## config.mk

```make
export PLATFORM = sky130hd
export DESIGN_NAME = deserializer
export DESIGN_NICKNAME = d
export VERILOG_FILES = /design/src/rtl/deser_pkg.sv /design/src/rtl/deser_fifo2.sv /design/src/rtl/deserializer.sv
export SDC_FILE = /design/constraint.sdc
export NUM_CORES = 1
export LEC_CHECK = 0
export ABC_AREA = 1
export ABC_CLOCK_PERIOD_IN_PS = 1860
export CAP_MARGIN = 20
export CORE_MARGIN = 10
export CORE_UTILIZATION = 53
export DETAILED_ROUTE_END_ITERATION = 10
export PLACE_DENSITY = 0.87
export SKIP_LAST_GASP = 1
export SLEW_MARGIN = 20
export SYNTH_ARGS = -nofsm -noshare
export SYNTH_HDL_FRONTEND = slang
export SYNTH_SLANG_ARGS = --single-unit
export TNS_END_PERCENT = 100
```

## constraint.sdc

```tcl
create_clock -name clk -period 1.86 [get_ports clk]
set_clock_uncertainty 0.1 [all_clocks]
set_input_delay 0.279 -clock clk [delete_from_list [all_inputs] [get_ports clk]]
set_output_delay 0.279 -clock clk [all_outputs]
set_load 0.1 [all_outputs]
```

## src/rtl/deser_pkg.sv

```systemverilog
// Shared types and helpers for the serial-to-parallel receiver.
package deser_pkg;

   // Receiver FSM: waiting for a word, or capturing bits of a word.
   typedef enum logic [0:0] {
      IDLE  = 1'b0,
      SHIFT = 1'b1
   } state_t;

   localparam int DEF_DATA_W = 4;

   // Width of a counter that indexes bit positions 0..n-1 (at least 1 bit).
   function automatic int clog2(input int n);
      int r;
      r = 0;
      while ((1 << r) < n) r++;
      if (r < 1) r = 1;
      return r;
   endfunction

endpackage

```

## src/rtl/deser_fifo2.sv

```systemverilog
// Two-entry output buffer with a registered head word.
// Push and pop may happen on the same edge, including when full.
module deser_fifo2 #(
   parameter int DATA_W = 4
) (
   input  logic              clk,
   input  logic              rst,
   input  logic              push,
   input  logic [DATA_W-1:0] din,
   input  logic              pop,
   output logic [DATA_W-1:0] dout,
   output logic              vld,
   output logic              full
);

   logic [DATA_W-1:0] head;
   logic [DATA_W-1:0] tail;
   logic [1:0]        occ;
   logic [1:0]        occ_nxt;
   logic              pop_eff;
   logic              push_eff;

   // A pop of an empty buffer is ignored; a push into a full buffer only
   // lands when the head leaves on the same edge.
   assign pop_eff  = pop & vld;
   assign push_eff = push & (~full | pop_eff);
   assign dout     = head;

   // Next occupancy from the accepted push/pop pair.
   always_comb begin
      // NOTE: assign a default before any branch so no path leaves occ_nxt unassigned (which would infer a latch).
      occ_nxt = occ;
      if (push_eff && !pop_eff)
         occ_nxt = occ + 2'd1;
      else if (pop_eff && !push_eff)
         occ_nxt = occ - 2'd1;
   end

   // Storage update; head always holds the oldest word.
   always_ff @(posedge clk) begin
      if (rst) begin
         // NOTE: the two data slots are reset too, so the visible head reads 0 after reset rather than stale data.
         head <= '0;
         tail <= '0;
         occ  <= 2'd0;
         vld  <= 1'b0;
         full <= 1'b0;
      end else begin
         // NOTE: non-blocking assignments, so every register here samples pre-edge values.
         if (pop_eff) begin
            if (occ == 2'd2) begin
               head <= tail;
               if (push_eff) tail <= din;
            end else if (push_eff) begin
               head <= din;
            end
         end else if (push_eff) begin
            if (occ == 2'd0) head <= din;
            else             tail <= din;
         end
         occ  <= occ_nxt;
         vld  <= (occ_nxt != 2'd0);
         full <= (occ_nxt == 2'd2);
      end
   end

endmodule

```

## src/rtl/deserializer.sv

```systemverilog
// Serial-to-parallel receiver: reassembles LSB-first bit streams into
// DATA_W-bit words, buffers them, and flags truncation and overflow.
module deserializer
   import deser_pkg::*;
#(
   parameter int DATA_W     = DEF_DATA_W,
   parameter int FIFO_DEPTH = 2
) (
   input  logic              clk,
   input  logic              rst,
   input  logic              srl_in,
   input  logic              srl_vld,
   output logic              srl_rdy,
   output logic [DATA_W-1:0] pll_out,
   output logic              pll_vld,
   input  logic              pll_rdy,
   output logic              frm_err,
   output logic              ovf
);

   localparam int CNT_W = clog2(DATA_W);

   if (DATA_W < 2) begin : g_bad_width
      $error("deserializer: DATA_W must be at least 2");
   end
   if (FIFO_DEPTH != 2) begin : g_bad_depth
      $error("deserializer: only FIFO_DEPTH=2 is supported");
   end

   state_t            state;
   logic [CNT_W-1:0]  cnt;
   logic [DATA_W-1:0] shreg;
   logic [DATA_W-1:0] word_asm;
   logic              last_bit;
   logic              word_done;
   logic              pop;
   logic              fifo_full;

   // Shift register with the incoming bit merged at position cnt; in IDLE
   // cnt is 0, so the first bit of a word lands in bit 0.
   always_comb begin
      word_asm      = shreg;
      word_asm[cnt] = srl_in;
   end

   assign last_bit  = (cnt == CNT_W'(DATA_W - 1));
   assign word_done = srl_vld && (state == SHIFT) && last_bit;
   assign pop       = pll_vld & pll_rdy;
   assign srl_rdy   = ~fifo_full;

   // Capture FSM, bit counter, truncation pulse and sticky overflow.
   always_ff @(posedge clk) begin
      if (rst) begin
         state   <= IDLE;
         cnt     <= '0;
         shreg   <= '0;
         frm_err <= 1'b0;
         ovf     <= 1'b0;
      end else begin
         frm_err <= 1'b0;
         unique case (state)
            IDLE: begin
               if (srl_vld) begin
                  shreg <= word_asm;
                  cnt   <= CNT_W'(1);
                  state <= SHIFT;
               end
            end
            SHIFT: begin
               if (srl_vld) begin
                  shreg <= word_asm;
                  cnt   <= last_bit ? '0 : cnt + CNT_W'(1);
               end else begin
                  // A gap mid-word means the word was cut short.
                  if (cnt != '0) frm_err <= 1'b1;
                  cnt   <= '0;
                  state <= IDLE;
               end
            end
            default: state <= IDLE;
         endcase
         // Completed word with nowhere to go is dropped.
         if (word_done && fifo_full && !pop) ovf <= 1'b1;
      end
   end

   deser_fifo2 #(
      .DATA_W (DATA_W)
   ) u_fifo (
      .clk  (clk),
      .rst  (rst),
      .push (word_done),
      .din  (word_asm),
      .pop  (pop),
      .dout (pll_out),
      .vld  (pll_vld),
      .full (fifo_full)
   );

endmodule

```

==> impl_metrics.env, run 1 <==
export IMPL_status="finished, final reports clean"
export IMPL_max_slew_worst_pin_slew_ns=0.381
export IMPL_maxSlewViolCount=0
export IMPL_insertion_delay_ns=0.32
export IMPL_antenna_found_initial=0
export IMPL_wl_met3_um=126
export IMPL_cp_data_required_time_ns=2.03
export IMPL_criticalPathCategory="reg -> reg"
export IMPL_n_antenna_cell=0
export IMPL_dpl_worst_slack_ns=0.133
export IMPL_cap_violations=0
export IMPL_ys_async_sr_fraction=0
export IMPL_wl_met1_um=946
export IMPL_report_final_setup_viol=0
export IMPL_synth_edf_count=0
export IMPL_wl_met2_um=1080
export IMPL_grt_pass1_vias=976
export IMPL_drive_above_1_share=0.149
export IMPL_crit_buf_inv=1
export IMPL_finalSetupTns_ns=0
export IMPL_yosys_top_cells_count="34 x nand2_1, 22 x inv_1, 21 x dfxtp_1, 21 x nor2_1, 11 x nand3_1"
export IMPL_syn_cell_area_um2=1060
export IMPL_top_layer="met4"
export IMPL_synth_fp_nets=164
export IMPL_grt_max_degree=13
export IMPL_start_util=0.550
export IMPL_numCtsBuffers=3
export IMPL_setup_ws_ns=0.337
export IMPL_cts_sinks=21
export IMPL_ys_dominant_reg_cell="dfxtp_1"
export IMPL_cp_start_kind="flop"
export IMPL_grt_overflow=0
export IMPL_final_cell_area_um2=1300
export IMPL_final_period_utilization=0.819
export IMPL_drt_iter0_markers=27
export IMPL_clockRootBuffer="clkbuf_4"
export IMPL_clk_transition_reported_paths_ns=0.12
export IMPL_ys_types=20
export IMPL_cts_path_max_buffers=2
export IMPL_area_growth_pct=23.2
export IMPL_cts_max_level=1
export IMPL_synth_seq_cells=21
export IMPL_hold_buffers=0
export IMPL_drtPass1Iterations=4
export IMPL_track_usage=0.111
export IMPL_yosysMostFrequentCell="nand2_1"
export IMPL_vdd_drop_max_mv=0.649
export IMPL_place_area_um2=1280
export IMPL_cts_resized=0
export IMPL_fin_nets=180
export IMPL_ios=13
export IMPL_detail_route_antenna_nets=0
export IMPL_drt_wirelength_per_cell_um=11.3
export IMPL_drc_errors=0
export IMPL_die_w_um=64.7
export IMPL_critical_path_slowest_cell="dfxtp_1"
export IMPL_synth_warnings=0
export IMPL_synth_sequential_area_ratio=0.398
export IMPL_leakagePower_uw=0.000644
export IMPL_die_area_um2=4180
export IMPL_synth_top_area_share=0.398
export IMPL_power_density_nw_per_um2=718
export IMPL_path_max_fanout=5
export IMPL_fillers=170
export IMPL_cp_cell_sequence="inv_1 > ha_1 > o21ai_0 > nand2_1 > nand2_1 > nor2_1 > nor2_1"
export IMPL_relSlewSlack=0.745
export IMPL_coreArea_um2=1920
export IMPL_dr_total_vias=983
export IMPL_synth_area_top_cells="dfxtp_1 40%, nand2_1 12%, inv_1 7.8%"
export IMPL_vias_per_cell=5.04
export IMPL_crit_family="flip-flops"
export IMPL_cp_data_arrival_time_ns=1.69
export IMPL_hold_path_class="reg -> reg"
export IMPL_cts_tree="built"
export IMPL_fmax_mhz=657
export IMPL_syn_inst=153
export IMPL_yosysTopAreaCell="dfxtp_1"
export IMPL_row_count=16
export IMPL_avgSynthCellArea_um2=6.91
export IMPL_cts_setup_buffers=0
export IMPL_die_y_um=64.7
export IMPL_rsz0062_at_grt="no"
export IMPL_end_kind="flop"
export IMPL_slowest_delay_ns=0.43
export IMPL_gp_congestion=0.917
export IMPL_grt_pass1_wl_um=3910
export IMPL_hpwlAfterDp_um=1690
export IMPL_finalHoldViolations=0
export IMPL_io_buffers=12
export IMPL_finalWirelength_um=2200
export IMPL_final_min_clock_period_ns=1.52
area by class of cell:
type                    count  area [µm²]  area share
multi-input cells         102         518       0.398
flip-flops and latches     21         422       0.324
well taps                  27        33.8      0.0259
clock buffers               4        26.3      0.0202
repair buffers             13         195       0.150
inverters                  28         108      0.0826
where the power goes:
part	leakage [µW]	switching (µW)	internal (µW)
clock	0.0000150	146	84.1
sequential	0.000171	17.4	472
combinational	0.000458	144	71.8
total	0.000644	307	628
through the flow:
stage | power [µW] | hold slack [ns] | util | std cells
after floorplan | 643 | 0.331 | - | 153
after detailed placement | 714 | 0.381 | 0.664 | 191
after global routing | 977 | 0.412 | 0.678 | 195
after CTS | 936 | 0.402 | 0.678 | 195
after global placement | 705 | 0.371 | 0.664 | 191
final | 935 | 0.402 | 0.678 | 195
state kept, by name (all words and copies together) (netlist names), 2 cells and up:
signal       cells
cnt              2
shreg            4
u_fifo.dout      4
u_fifo.occ       2
u_fifo.tail      4
cell usage in the layout, fill, tap and decap left out:
cell type        Yosys  layout
a21oi_1              6       6
a31oi_1              1       1
buf_12               0       7
buf_4                1       2
clkbuf_1             1       1
clkbuf_4             0       3
clkdlybuf4s50_1      0       4
clkinv_1             2       2
clkinv_2             2       2
dfxtp_1             21      20
dfxtp_2              0       1
ha_1                 6       6
inv_1               22      22
inv_2                2       2
nand2_1             34      34
nand2_2              4       4
nand2_4              2       2
nand3_1             11      11
nand3_2              1       1
nor2_1              21      21
nor2_4               1       1
o21ai_0             10      10
o21ai_1              4       4
or2_1                1       1
layer usage:
layer | GRT usage | up-vias
met5 | 0 | -
met3 | 0.0258 | 7
li1 | - | 501
met2 | 0.197 | 25
met1 | 0.116 | 450
met4 | 0.0642 | 0
worst reg2reg max path: stages, from the launching register on:
cell     delay [ns]
dfxtp_1        0.43
inv_1          0.09
ha_1           0.23
o21ai_0        0.32
nand2_1        0.10
nand2_1        0.08
nor2_1         0.04
nor2_1         0.09
worst paths after layout:
path                  start              to  slack (ns)  cells after the start
max                  cnt[0]  u_fifo.dout[0]        0.34                      7
min          u_fifo.tail[3]  u_fifo.tail[3]        0.40                      2
max reg2reg          cnt[0]  u_fifo.dout[0]        0.34                      7
min reg2reg  u_fifo.tail[3]  u_fifo.tail[3]        0.40                      2
cell families after synthesis:
| logic type | share of synthesized area |
|---|---|
| compound gates | 0.101 |
| fa+ha+maj | 0.0710 |
| flops | 0.398 |
| simple gates | 0.318 |
| buf+inv | 0.112 |
Power figures use the tool's default switching activity.
==> inputs of run 2 (changes only) <==
--- a/config.mk
+++ b/config.mk
@@ -6,7 +6,7 @@
 export NUM_CORES = 1
 export LEC_CHECK = 0
 export ABC_AREA = 1
-export ABC_CLOCK_PERIOD_IN_PS = 1860
+export ABC_CLOCK_PERIOD_IN_PS = 1410
 export CAP_MARGIN = 20
 export CORE_MARGIN = 10
 export CORE_UTILIZATION = 53
==> constraint.sdc (replaced) <==
create_clock -name clk -period 1.41 [get_ports clk]
set_clock_uncertainty 0.1 [all_clocks]
set_input_delay 0.2115 -clock clk [delete_from_list [all_inputs] [get_ports clk]]
set_output_delay 0.2115 -clock clk [all_outputs]
set_load 0.1 [all_outputs]
==> run 2 against run 1 <==
  * Critical path depth increased by 1
  * Flip-flop and latch count unchanged
  * Register-to-register slack lost 0.30 ns
  * Via count increased by 6.1%
==> impl_metrics.env, run 2 (same netlist as run 1, synthesis figures left out) <==
export IMPL_status="finished, final reports clean"
export IMPL_vdd_drop_max_mv=0.653
export IMPL_finalHoldViolations=0
export IMPL_insertion_delay_ns=0.31
export IMPL_final_min_clock_period_ns=1.38
export IMPL_coreArea_um2=1920
export IMPL_cap_violations=0
export IMPL_cp_data_required_time_ns=1.52
export IMPL_path_max_fanout=8
export IMPL_grt_overflow=0
export IMPL_start_util=0.550
export IMPL_antenna_found_initial=0
export IMPL_n_antenna_cell=0
export IMPL_leakagePower_uw=0.000716
export IMPL_hpwlAfterDp_um=1750
export IMPL_cts_path_max_buffers=2
export IMPL_die_w_um=64.7
export IMPL_power_density_nw_per_um2=880
export IMPL_drt_iter0_markers=36
export IMPL_report_final_setup_viol=0
export IMPL_final_period_utilization=0.976
export IMPL_drive_above_1_share=0.307
export IMPL_fillers=129
export IMPL_grt_max_degree=13
export IMPL_end_kind="flop"
export IMPL_drc_errors=0
export IMPL_detail_route_antenna_nets=0
export IMPL_die_y_um=64.7
export IMPL_final_common_cell="nand2_1"
export IMPL_maxSlewViolCount=0
export IMPL_cts_tree="built"
export IMPL_hold_path_class="reg -> reg"
export IMPL_comb_power_share=0.267
export IMPL_io_buffers=12
export IMPL_cts_max_level=1
export IMPL_row_count=16
export IMPL_criticalPathCategory="reg -> reg"
export IMPL_vias_per_cell=5.06
export IMPL_clockRootBuffer="clkbuf_4"
export IMPL_power_frac_clock=0.230
export IMPL_max_slew_worst_pin_slew_ns=0.329
export IMPL_ios=13
export IMPL_clk_transition_reported_paths_ns=0.12
export IMPL_dpl_worst_slack_ns=-0.172
export IMPL_dr_total_vias=1043
export IMPL_grt_pass1_wl_um=4020
export IMPL_register_area_um2=435
export IMPL_cp_data_arrival_time_ns=1.49
export IMPL_multi_input_area_um2=569
export IMPL_setup_ws_ns=0.0339
export IMPL_numCtsBuffers=3
export IMPL_rsz0062_at_grt="yes"
export IMPL_area_growth_pct=38.9
export IMPL_most_common_layout_cells="33 x nand2_1, 21 x nor2_1, 20 x inv_1"
export IMPL_track_usage=0.116
export IMPL_switching_power_uw=429
export IMPL_gp_congestion=0.823
export IMPL_fmax_mhz=727
export IMPL_drt_wirelength_per_cell_um=12.6
export IMPL_grt_pass1_vias=976
export IMPL_power_frac_seq=0.503
export IMPL_relSlewSlack=0.779
export IMPL_cp_start_kind="flop"
export IMPL_die_area_um2=4180
export IMPL_finalWirelength_um=2590
export IMPL_drtPass1Iterations=5
export IMPL_swShare=0.332
export IMPL_p_int_uw=864
export IMPL_finalSetupTns_ns=0
export IMPL_fin_nets=191
export IMPL_cts_sinks=21
## run 2: through the flow
stage / util / cell area [µm²] / power (µW) / instances / hold slack [ns]
after floorplan: - / 1070 / 855 / 153 / 0.263
after CTS: 0.727 / 1400 / 1270 / 203 / 0.399
after global routing: 0.764 / 1470 / 1350 / 206 / 0.428
final: 0.764 / 1470 / 1290 / 206 / 0.407
after global placement: 0.709 / 1360 / 960 / 199 / 0.370
after detailed placement: 0.709 / 1360 / 973 / 199 / 0.388
## run 2: worst max-delay path: stages, from the launching register on
cell and delay [ns]:
dfxtp_4 0.40, ha_4 0.16, inv_2 0.05, nor2_4 0.14
nand2_2 0.09, nand2_2 0.08, nand2_4 0.07, nor2_1 0.12
nor2_1 0.06
## run 2: worst paths after layout
path,startpoint,end,slack [ns],depth (start not counted)
worst max register to register,cnt[0],u_fifo.dout[0],0.03,8
worst max-delay path,cnt[0],u_fifo.dout[0],0.03,8
worst min register to register,u_fifo.tail[0],u_fifo.tail[0],0.41,2
worst min-delay path,u_fifo.tail[0],u_fifo.tail[0],0.41,2
## run 2: power by group through the flow
stage	sequential [µW]	clock, µW	combinational [µW]
after CTS	650	303	315
after detailed placement	662	0	311
final	650	298	345
after global routing	654	322	373
after global placement	660	0	300
after floorplan	707	0	148
## run 2: layer usage
layer	vias up	share of wire	global-route usage
met4	0	0.013	0.0615
li1	523	-	-
met1	478	0.41	0.124
met5	-	0	0
met3	7	0.066	0.0326
met2	35	0.51	0.204
## run 2: what timing repair did
action	in CTS	in global routing
endpoints found under the hold margin	0	0
hold buffers	0	0
setup buffers	0	3
endpoints found under the setup margin	9	12
resized for setup	7	14
pin swaps	0	5
## run 2: area by class of cell
type,count,share of cell area
clock buffers,3,0.0153
clock inverters,1,0.00341
inverters,28,0.0767
multi-input cells,102,0.388
flip-flops and latches,21,0.296
well taps,27,0.0230
repair buffers,24,0.198
==> inputs of run 3 (changes only) <==
--- a/config.mk
+++ b/config.mk
@@ -10,6 +10,7 @@
 export CAP_MARGIN = 20
 export CORE_MARGIN = 10
 export CORE_UTILIZATION = 53
+export CTS_CLUSTER_DIAMETER = 200
 export DETAILED_ROUTE_END_ITERATION = 10
 export PLACE_DENSITY = 0.87
 export SKIP_LAST_GASP = 1
==> results of run 3 <==
Same layout as run 2: the final DEF is identical, and so are final timing and power.
